## src/rtl/sram_arb_pkg.sv

```systemverilog
`default_nettype none
// ============================================================================
//  Package     : sram_arb_pkg
//  Description : Shared types and constants for the SRAM port arbiter.
//  Revision    : 1.0  initial release
// ============================================================================
package sram_arb_pkg;

  // Arbiter transaction phases
  typedef enum logic [1:0] {
    ARB_IDLE   = 2'd0,
    ARB_ACCESS = 2'd1,
    ARB_DONE   = 2'd2
  } arb_state_t;

  // Which requester owns (or last owned) the SRAM port
  typedef enum logic {
    OWN_IF = 1'b0,
    OWN_LS = 1'b1
  } arb_owner_t;

  // Width of the ACCESS-phase wait counter and the largest count it holds
  localparam int WAIT_CNT_W      = 4;
  localparam int WAIT_STATES_MAX = 15;

endpackage
`default_nettype wire

```

## src/rtl/arb_rr2.sv

```systemverilog
`default_nettype none
// ============================================================================
//  Module      : arb_rr2
//  Description : Combinational 2-way round-robin picker. req[0] is the fetch
//                requester, req[1] the load/store requester. On a tie the
//                requester that did not own the port last time wins.
//  Revision    : 1.0  initial release
// ============================================================================
module arb_rr2
  import sram_arb_pkg::*;
(
  input  logic [1:0] req,
  input  arb_owner_t last_owner,
  output arb_owner_t grant_owner,
  output logic       grant_valid
);

  // Single requester wins outright; a tie goes to whoever was not last owner
  always_comb begin
    grant_valid = |req;
    grant_owner = OWN_IF;
    if (req[0] && req[1]) begin
      grant_owner = (last_owner == OWN_IF) ? OWN_LS : OWN_IF;
    end else if (req[1]) begin
      grant_owner = OWN_LS;
    end
  end

endmodule
`default_nettype wire

```

## src/rtl/sram_port_arbiter.sv

```systemverilog
`default_nettype none
// ============================================================================
//  Module      : sram_port_arbiter
//  Description : Shares the single SRAM/mem2IO port between the fetch (IF)
//                and load/store (LS) requesters. Round-robin arbitration,
//                req/valid handshake per requester and WAIT_STATES extra
//                ACCESS cycles per transaction.
//  Revision    : 1.0  initial release
// ============================================================================
module sram_port_arbiter
  import sram_arb_pkg::*;
#(
  parameter int ADDR_W      = 32,
  parameter int DATA_W      = 32,
  parameter int WAIT_STATES = 1
) (
  input  logic              Clk,
  input  logic              Reset_n,
  // fetch requester (read only)
  input  logic              if_req,
  input  logic [ADDR_W-1:0] if_addr,
  output logic              if_gnt,
  output logic              if_valid,
  output logic [DATA_W-1:0] if_rdata,
  // load/store requester
  input  logic              ls_req,
  input  logic              ls_we,
  input  logic [ADDR_W-1:0] ls_addr,
  input  logic [DATA_W-1:0] ls_wdata,
  output logic              ls_gnt,
  output logic              ls_valid,
  output logic [DATA_W-1:0] ls_rdata,
  // SRAM / mem2IO side
  output logic [ADDR_W-1:0] ADDR,
  output logic              OE,
  output logic              WE,
  output logic [DATA_W-1:0] Data_to_SRAM,
  input  logic [DATA_W-1:0] Data_from_SRAM,
  output logic              busy
);

  // Reject an out-of-range wait-state count at elaboration
  if (WAIT_STATES < 0 || WAIT_STATES > WAIT_STATES_MAX) begin : g_wait_states_check
    $error("sram_port_arbiter: WAIT_STATES must be in 0..15");
  end

  localparam logic [WAIT_CNT_W-1:0] WAIT_LOAD = WAIT_CNT_W'(WAIT_STATES);

  arb_state_t              r_state;
  arb_state_t              w_state_nxt;
  arb_owner_t              r_owner;
  arb_owner_t              r_last_owner;
  logic [WAIT_CNT_W-1:0]   r_wait_cnt;
  logic                    r_we_pend;
  arb_owner_t              w_grant_owner;
  logic                    w_grant_valid;
  logic                    w_first_cycle;
  logic                    w_last_cycle;

  arb_rr2 u_arb_rr2 (
    .req         ({ls_req, if_req}),
    .last_owner  (r_last_owner),
    .grant_owner (w_grant_owner),
    .grant_valid (w_grant_valid)
  );

  // The counter is loaded with WAIT_LOAD at grant and counts down to zero
  assign w_first_cycle = (r_wait_cnt == WAIT_LOAD);
  assign w_last_cycle  = (r_wait_cnt == '0);

  // State register; reset aborts any transaction immediately
  always_ff @(posedge Clk or negedge Reset_n) begin
    if (!Reset_n) begin
      r_state <= ARB_IDLE;
    end else begin
      r_state <= w_state_nxt;
    end
  end

  // Next state plus strobes and pulses decoded from the current phase
  always_comb begin
    w_state_nxt = r_state;
    OE          = 1'b0;
    WE          = 1'b0;
    if_gnt      = 1'b0;
    ls_gnt      = 1'b0;
    if_valid    = 1'b0;
    ls_valid    = 1'b0;
    busy        = (r_state != ARB_IDLE);
    case (r_state)
      ARB_IDLE: begin
        if (w_grant_valid) begin
          w_state_nxt = ARB_ACCESS;
        end
      end
      ARB_ACCESS: begin
        OE = ~r_we_pend;
        WE = r_we_pend;
        if (w_first_cycle) begin
          if_gnt = (r_owner == OWN_IF);
          ls_gnt = (r_owner == OWN_LS);
        end
        if (w_last_cycle) begin
          w_state_nxt = ARB_DONE;
        end
      end
      ARB_DONE: begin
        if_valid    = (r_owner == OWN_IF);
        ls_valid    = (r_owner == OWN_LS);
        w_state_nxt = ARB_IDLE;
      end
      default: begin
        w_state_nxt = ARB_IDLE;
      end
    endcase
  end

  // Grant-time capture of the SRAM request, wait counting, read-data capture
  // and round-robin history. Data_to_SRAM only follows LS grants, since the
  // fetch side has no write data.
  always_ff @(posedge Clk or negedge Reset_n) begin
    if (!Reset_n) begin
      r_owner      <= OWN_IF;
      r_last_owner <= OWN_LS;
      r_wait_cnt   <= '0;
      r_we_pend    <= 1'b0;
      ADDR         <= '0;
      Data_to_SRAM <= '0;
      if_rdata     <= '0;
      ls_rdata     <= '0;
    end else begin
      case (r_state)
        ARB_IDLE: begin
          if (w_grant_valid) begin
            r_owner    <= w_grant_owner;
            r_wait_cnt <= WAIT_LOAD;
            if (w_grant_owner == OWN_IF) begin
              ADDR      <= if_addr;
              r_we_pend <= 1'b0;
            end else begin
              ADDR         <= ls_addr;
              r_we_pend    <= ls_we;
              Data_to_SRAM <= ls_wdata;
            end
          end
        end
        ARB_ACCESS: begin
          if (w_last_cycle) begin
            if (!r_we_pend) begin
              if (r_owner == OWN_IF) begin
                if_rdata <= Data_from_SRAM;
              end else begin
                ls_rdata <= Data_from_SRAM;
              end
            end
          end else begin
            r_wait_cnt <= r_wait_cnt - WAIT_CNT_W'(1);
          end
        end
        ARB_DONE: begin
          r_last_owner <= r_owner;
        end
        default: begin
        end
      endcase
    end
  end

endmodule
`default_nettype wire

```

## config.mk

```make
export PLATFORM = sky130hd
export DESIGN_NAME = sram_port_arbiter
export DESIGN_NICKNAME = d
export VERILOG_FILES = /design/src/rtl/sram_arb_pkg.sv /design/src/rtl/arb_rr2.sv /design/src/rtl/sram_port_arbiter.sv
export SDC_FILE = /design/constraint.sdc
export NUM_CORES = 1
export LEC_CHECK = 0
export BUFFER_PORTS_ARGS = -buffer_cell sky130_fd_sc_hd__buf_4
export CAP_MARGIN = 20
export CELL_PAD_IN_SITES_DETAIL_PLACEMENT = 1
export CELL_PAD_IN_SITES_GLOBAL_PLACEMENT = 1
export CORE_MARGIN = 2
export CORE_UTILIZATION = 37
export CTS_BUF_LIST = sky130_fd_sc_hd__clkbuf_8 sky130_fd_sc_hd__clkbuf_16
export DETAILED_ROUTE_END_ITERATION = 7
export GPL_ROUTABILITY_DRIVEN = 0
export PLACE_DENSITY = 0.82
export SLEW_MARGIN = 0
export SYNTH_ARGS = -nofsm -noshare
export SYNTH_HDL_FRONTEND = slang
export SYNTH_SLANG_ARGS = --single-unit
```

## constraint.sdc

```tcl
create_clock -name Clk -period 2.5 [get_ports Clk]
set_clock_uncertainty 0.15 [all_clocks]
set_input_delay 0.375 -clock Clk [delete_from_list [all_inputs] [get_ports Clk]]
set_output_delay 0.375 -clock Clk [all_outputs]
set_load 0.02 [all_outputs]
```

# Yosys cells after proc, flatten, opt, wreduce, memory -nomap -nowiden
# Cells that the tools add are included.
dict set report classes {
  mux 19
  addsub 1
  n_eq_ne 6
  bitwise_logic 2
  n_reduce_logical 12
}
# cell count
set op_table {}
lappend op_table {{$mux W32} 1}
lappend op_table {{$mux W1} 12}
lappend op_table {{$mux W4} 2}
lappend op_table {{$pmux W4 S2} 1}
lappend op_table {{$reduce_and A4 Y1} 2}
lappend op_table {{$reduce_and A3 Y1} 2}
lappend op_table {{$eq A4 B1 Y1 const B} 1}
lappend op_table {{$logic_not A4 Y1} 1}
lappend op_table {{$mux W2} 2}
lappend op_table {{$ne A2 B2 Y1 const B} 2}
lappend op_table {{$pmux W2 S2} 1}
lappend op_table {{$reduce_and A2 Y1} 2}
lappend op_table {{$reduce_bool A2 Y1} 2}
lappend op_table {{$sub A4 B1 Y4 const B} 1}
lappend op_table {{$eq A2 B1 Y1 const B} 1}
lappend op_table {{$eq A2 B2 Y1 const B} 1}
lappend op_table {{$logic_not A2 Y1} 1}
lappend op_table {{$ne A2 B1 Y1 const B} 1}
lappend op_table {{$not A1 Y1} 2}
lappend op_table {{$reduce_or A2 Y1} 1}
lappend op_table {{$logic_and A1 B1 Y1} 1}
dict set report word_totals {
  output_inout_bits 135
  word_cells 49
  input_bits 133
  register_bits 137
}

# Depth between registers and ports, before layout
# Gate-level depths: netlist of the first run.
dict set report logic_depth {
  depth_word 3
  mapped_depth 7
  mapped_depth_nobuf 5
}

# Cells and area by module
# From an unflattened synthesis of the first run, not the netlist that was laid out.
dict set report unflattened {
  cells_unflattened 400
  hier_area_um2 5789.3
}
# module instances seq_area_each_um2 area_each_um2 cells_each
set modules_own_cells {}
lappend modules_own_cells {sram_port_arbiter 1 3429.5 5775.5 398}
lappend modules_own_cells {arb_rr2 1 0.0 13.8 2}

# Worst setup path before layout of the first run
# OpenSTA, ideal clock, no wires.
dict set report synth_timing {
  kind {register -> register}
  start {register r_wait_cnt[0]}
  end {register ls_rdata[0]}
  synth_period_minus_slack_ps 2325
  required_time_ps 2225
  path_stages_with_launch 8
  setup_slack_ps 175
  path_buffers 2
  setup_time_ps 125
  arrival_ps 2050
  path_cell_list {dfrtp_1 > inv_1 > ha_1 > or3b_4 > or4_1 > buf_6 > buf_12 > mux2_4}
}
dict set report synth_between {
  elab_chain_cells 2
}
# element line
set synth_rtl {}
lappend synth_rtl {{from (decl)} sram_port_arbiter.sv:53} ;# logic [WAIT_CNT_W-1:0] r_wait_cnt;
lappend synth_rtl {{from (signal assigned)} sram_port_arbiter.sv:157} ;# r_wait_cnt <= r_wait_cnt - WAIT_CNT_W'(1);
lappend synth_rtl {{$logic_not A4 Y1} sram_port_arbiter.sv:69} ;# assign w_last_cycle = (r_wait_cnt == '0);
lappend synth_rtl {{$reduce_and A4 Y1 (no source line)} n/a}
lappend synth_rtl {{to (signal assigned)} sram_port_arbiter.sv:153} ;# ls_rdata <= Data_from_SRAM;
lappend synth_rtl {{to (decl)} sram_port_arbiter.sv:32} ;# output logic [DATA_W-1:0] ls_rdata,
# No other way between the ends.
# A chain may end at the register's enable or synchronous reset.

# Final worst setup path of the first run
dict set report layout_timing {
  start {register r_wait_cnt[1]}
  end {register if_rdata[17]}
}
dict set report layout_between {
  elab_chain_cells 2
}
# element line
set layout_rtl {}
lappend layout_rtl {{$logic_not A4 Y1} sram_port_arbiter.sv:69}
lappend layout_rtl {{$reduce_and A4 Y1 (no source line)} n/a}
lappend layout_rtl {{to (signal assigned)} sram_port_arbiter.sv:151} ;# if_rdata <= Data_from_SRAM;
lappend layout_rtl {{to (decl)} sram_port_arbiter.sv:24} ;# output logic [DATA_W-1:0] if_rdata,
# No other way between the ends.

==> results of run 1 <==
power by group:
part	leakage (nW)	switching (W)	total, W	internal [W]
registers	1.61	0.000760	0.00413	0.00337
clock network	0.329	0.000951	0.00284	0.00189
logic	2.50	0.00289	0.00605	0.00316
placed cells by master, fill, tap and decap left out, types with 2 or more instances in the layout:
cell type  count
buf_12         3
or4_4          2
o21ai_0        5
nand2b_1       2
buf_4        274
nor2_1        10
nand3_1        2
inv_1          6
ha_1           3
clkbuf_16     18
mux2_4        60
dfrtp_1      136
clkinv_4       2
nand4b_1       2
bufinv_16      6
mux2_2       100
worst reg2reg max path, cell delays in order, from the launching register on:
cell and delay, ns:
dfrtp_1 0.40, inv_1 0.09, ha_1 0.17, or3b_4 0.41, or4_4 0.46, bufbuf_16 0.33, mux2_4 0.31
logic make-up (layout without fill, tap and decap cells):
kind of cell	after synthesis	count (layout)	share of synthesized area [%]
flip-flops	137	137	57.7
multiplexers	160	160	34.1
AND/OR/NAND/NOR	27	27	2.51
adder cells (fa/ha/maj)	3	3	0.632
buffers and inverters	23	316	3.48
AO/OA/AOI/OAI	13	13	1.52
area by class of cell:
cell class | count | area share (%)
Clock buffer | 18 | 4.94
Clock inverter | 13 | 2.55
Inverter | 4 | 0.169
Multi-Input combinational cell | 203 | 26.0
Sequential cell | 137 | 38.6
Tap cell | 216 | 3.04
Timing Repair Buffer | 281 | 24.7
worst paths after layout:
path / to / slack [ns] / start
worst min-delay path: Data_to_SRAM[7]$_DFFE_PN0P_ / 0.04 / ls_wdata[7]
min in group asynchronous: if_rdata[3]$_DFFE_PN0P_ / 0.38 / Reset_n
max in group asynchronous: r_last_owner$_DFFE_PN1N_ / 1.09 / Reset_n
worst max register to register: if_rdata[17]$_DFFE_PN0P_ / 0.07 / r_wait_cnt[1]$_DFFE_PN0P_
worst max-delay path: if_rdata[17]$_DFFE_PN0P_ / 0.07 / r_wait_cnt[1]$_DFFE_PN0P_
worst min register to register: Data_to_SRAM[26]$_DFFE_PN0P_ / 0.36 / Data_to_SRAM[26]$_DFFE_PN0P_
sequential cells by signal, indices dropped and copies added (netlist names):
signal / flops
Data_to_SRAM: 32
ls_rdata: 32
r_we_pend: 1
r_state: 2
r_wait_cnt: 4
ADDR: 32
if_rdata: 32
r_owner: 1
r_last_owner: 1
what timing repair did:
item / 4_1_cts / 5_1_grt
buffers inserted: 0 / 0
setup endpoints to repair: 2 / 32
hold buffers: 1 / 0
endpoints found under the hold margin: 61 / 0
gates cloned: 1 / 1
resized for setup: 1 / 1
through the flow:
stage          power (W)  setup slack [ns]
3_5_place_dp      0.0102            0.0139
5_1_grt           0.0137            0.0130
2_1_floorplan    0.00755             0.175
3_3_place_gp     0.00990             0.100
6_report          0.0130            0.0701
4_1_cts           0.0132            0.0152
layer usage:
layer,share of wire [%],routed length [µm]
met5,0,0
met4,1.7,290
met3,8.9,1520
met2,50,8640
met1,39,6700
==> impl_metrics.yaml, run 1 <==
grt:
  grt_util_all_layers_pct: 20.1
  grt_pass1_vias: 4617
  grt_max_degree: 65
  met2_usage_pct: 33.7
  antenna_found_initial: 0
  met1_usage_pct: 23.8
  grt_most_used_layer: "met2"
  grt_util_met3_pct: 7.82
  grt_overflow: 0
  grt_pass1_wl_um: 25700
final_layout:
  multiInputGateArea_um2: 2310
  areaGrowthSynthToFinish_pct: 49.7
  seqCellArea_um2: 3430
  fin_cells: 872
  antenna_cells: 0
  drive_above_1_share_pct: 72.6
  nets: 780
  utilization_pct: 56.4
  fillerInstances: 1582
  final_area_um2: 8890
critical_path:
  critPathTopFamily: "simple AND/OR/NAND/NOR gates"
  path_class: "register to register"
  required_ns: 2.65
  rr_worst_depth: 6
  slowest_stage: "or4_4"
  cpPeakStageDelay_ns: 0.46
  critPathLaunchType: "register"
  cp_data_arrival_time_ns: 2.58
  critical_path_buf_inv_count: 2
  crit_chain: "inv_1 -> ha_1 -> or3b_4 -> or4_4 -> bufbuf_16 -> mux2_4"
  critical_path_depth: 6
  crit_fanout: 16
  end_kind: "register"
logic_synthesis:
  synth_ff_type: "dfrtp_1"
  ys_warn_count: 0
  synth_cell_types: 32
  synth-seq-cells: 137
  seq_area_frac_synth_pct: 57.7
  synth_top_area_share_pct: 57.3
  netlist_top_cells_count: "dfrtp_1 (136), mux2_2 (100), mux2_4 (60), nor2_1 (11)"
  synth.most_common_cell: "dfrtp_1"
  synth_top_area_cell: "dfrtp_1"
  synth_cells: 363
  synth-edff-count: 0
  postSynthAreaPerCell_um2: 16.4
  syn_nets: 499
  netlist_area_um2: 5940
  synth_area_leaders: "dfrtp_1 (57%), mux2_2 (19%), mux2_4 (15%), buf_12 (2.0%), nor2_1 (0.70%)"
  async_flop_share_pct: 100
timing:
  hold_ws_ns: 0.0373
  max_freq_ghz: 0.412
  max-slew-margin-rel_pct: 44.5
  setup_violations: 0
  post-route-period-util_pct: 97.2
  tns_ns: 0
  hold_viol: 0
  tightest_slew_ns: 0.832
  fin_crit_ns: 2.43
  drv_slew: 0
  grt_setup_unrepaired: "no"
routing:
  drtIter0Drc: 107
  drc: 0
  vias: 4125
  viasPerCell: 4.73
  drtPass1Iterations: 4
  wl_um: 17100
  wl_per_cell_um: 19.7
  ant_nets: 0
floorplanning:
  dieArea_um2: 17100
  die_w_um: 131
  core_um2: 15800
  initial_core_util_pct: 37.7
  rows: 46
  die_h_um: 131
  io_pins: 268
pwr:
  vdd.ir_drop.worst_mv: 0.650
  p_per_area_nw_per_um2: 1470
  p_leak_nw: 4.44
cts:
  tritoncts: "yes"
  clkLatencyLatePin_ns: 0.41
  cts_buffers: 17
  cts_max_path_buffers: 2
  cts-root-buf: "clkbuf_16"
  h-tree-depth: 4
  clk_pin_slew_ns: 0.06
  cts.sinks: 137
worst_hold_path:
  min_path_type: "input port to register"
  hold_path_depth: 2
placed_design:
  port_buffers: 267
  dp_hpwl_um: 12700
  dpl_cell_area_um2: 8150
  dp_cells: 838
status:
  status: "complete, no violations"
flow_run:
  maxCapViolations: 0
No activity file was read; power rests on OpenSTA's default activity.
==> run 2: changes to the inputs <==
- BUFFER_PORTS_ARGS: -buffer_cell sky130_fd_sc_hd__buf_4 -> -buffer_cell sky130_fd_sc_hd__buf_2
==> impl_metrics.yaml, run 2 (synthesized netlist as in run 1, its figures left out) <==
final_layout:
  layout_common_cells: "buf_2 (266), dfrtp_1 (136), mux2_2 (100)"
  areaGrowthSynthToFinish_pct: 37.2
  drive_above_1_share_pct: 72.8
  fillerInstances: 1705
  fin_cells: 873
  antenna_cells: 0
  nets: 780
  mostFrequentLayoutCell: "buf_2"
  final_area_um2: 8150
cts:
  cts_max_path_buffers: 2
  clk_pin_slew_ns: 0.06
  h-tree-depth: 4
  clkLatencyLatePin_ns: 0.41
  tritoncts: "yes"
  cts-root-buf: "clkbuf_16"
  cts_buffers: 17
  cts.sinks: 137
grt:
  grt_max_degree: 72
  grt_util_all_layers_pct: 20.3
  grt_pass1_vias: 4677
  grt_pass1_wl_um: 25800
  grt_overflow: 0
  antenna_found_initial: 0
timing:
  max-slew-margin-rel_pct: 44.2
  setup_violations: 0
  post-route-period-util_pct: 95.2
  drv_slew: 0
  layout_setup_ws_ns: 0.120
  max_freq_ghz: 0.420
  hold_viol: 0
  fin_crit_ns: 2.38
  tightest_slew_ns: 0.837
  hold_ws_ns: 0.0392
  grt_setup_unrepaired: "no"
floorplanning:
  rows: 46
  initial_core_util_pct: 37.7
  io_pins: 268
  die_h_um: 131
  dieArea_um2: 17100
  die_w_um: 131
  core_um2: 15800
critical_path:
  critPathLaunchType: "register"
  slowest_stage: "or4_4"
  crit_chain: "inv_1 -> ha_2 -> or3b_4 -> or4_4 -> buf_12 -> mux2_4"
  required_ns: 2.64
  end_kind: "register"
  cp_data_arrival_time_ns: 2.52
  path_class: "register to register"
  cpPeakStageDelay_ns: 0.49
  crit_fanout: 16
  critical_path_buf_inv_count: 2
  critPathTopFamily: "simple AND/OR/NAND/NOR gates"
placed_design:
  port_buffers: 267
  pre_cts_slack_ns: -0.0154
  dpl_cell_area_um2: 7480
  dp_hpwl_um: 12600
  dp_cells: 837
pwr:
  p_per_area_nw_per_um2: 1470
  p_leak_nw: 4.18
  vdd.ir_drop.worst_mv: 0.633
routing:
  ant_nets: 0
  wl_per_cell_um: 19.9
  wl_um: 17400
  vias: 4116
  drc: 0
  viasPerCell: 4.71
  drtIter0Drc: 110
  drtPass1Iterations: 4
status:
  status: "complete, no violations"
flow_run:
  maxCapViolations: 0
worst_hold_path:
  min_path_type: "input port to register"
## run 2: cell types whose count changed in the layout (fill, tap and decap cells not counted), sizes merged
cell / previous run / this run
clkbuf: 19 / 20
buf: 278 / 280
bufinv: 6 / 2
clkinvlp: 1 / 0
inv: 7 / 6
clkinv: 3 / 8
bufbuf: 1 / 0
## run 2: path summary, 6_finish.rpt
path,slack (ns),depth (start not counted),startpoint,endpoint
max,0.12,6,r_wait_cnt[1]$_DFFE_PN0P_,ls_rdata[21]$_DFFE_PN0P_
min,0.04,2,ls_wdata[31],Data_to_SRAM[31]$_DFFE_PN0P_
max reg2reg,0.12,6,r_wait_cnt[1]$_DFFE_PN0P_,ls_rdata[21]$_DFFE_PN0P_
min reg2reg,0.35,1,ADDR[5]$_DFFE_PN0P_,ADDR[5]$_DFFE_PN0P_
max in group asynchronous,1.12,3,Reset_n,ADDR[4]$_DFFE_PN0P_
min in group asynchronous,0.23,2,Reset_n,ls_rdata[1]$_DFFE_PN0P_
## run 2: repair_timing
action                                  4_1_cts  5_1_grt
hold endpoints to repair                     34        0
resized for setup                             2        3
hold buffers                                  1        0
gates cloned                                  2        0
pin swaps                                     0        0
endpoints found under the setup margin       51       32
buffers inserted                              0        1
## run 2: cell type report
cell class              count  area [µm²]  area share [%]
clock buffers              20         467            5.73
clock inverters            12         126            1.55
inverters                   4        15.0           0.184
multi-input cells         203        2320            28.4
flip-flops and latches    137        3430            42.1
well taps                 216         270            3.32
repair buffers            281        1530            18.7
## run 2: per-stage QoR
step	power, W	util [%]	setup TNS [ns]
global route	0.0127	51.7	0
global placement	0.00914	47.4	0
floorplan	0.00755	-	0
CTS	0.0121	51.7	0
finish	0.0120	51.7	0
detailed placement	0.00945	47.4	-0.175
## run 2: report_power, final
part | switching, W | total, W | leakage, nW | internal (W)
clock | 0.000947 | 0.00249 | 0.302 | 0.00154
sequential | 0.000719 | 0.00409 | 1.61 | 0.00337
combinational | 0.00292 | 0.00542 | 2.27 | 0.00251
## run 2: worst register-to-register path, stage by stage (launching register included)
cell and delay [ns]:
dfrtp_1 0.41, inv_1 0.10, ha_2 0.19, or3b_4 0.40, or4_4 0.49, buf_12 0.20
mux2_4 0.32
## run 2: layer usage
layer  global-route usage [%]  part of all wire, %  vias to the layer above  wire, µm
met4                     6.95                  1.7                        0       287
li1                         -                    -                     1855         -
met1                     21.8                   37                     2042      6490
met3                     7.25                  8.3                       23      1440
met5                        0                    0                        -         0
met2                     37.1                   53                      196      9140
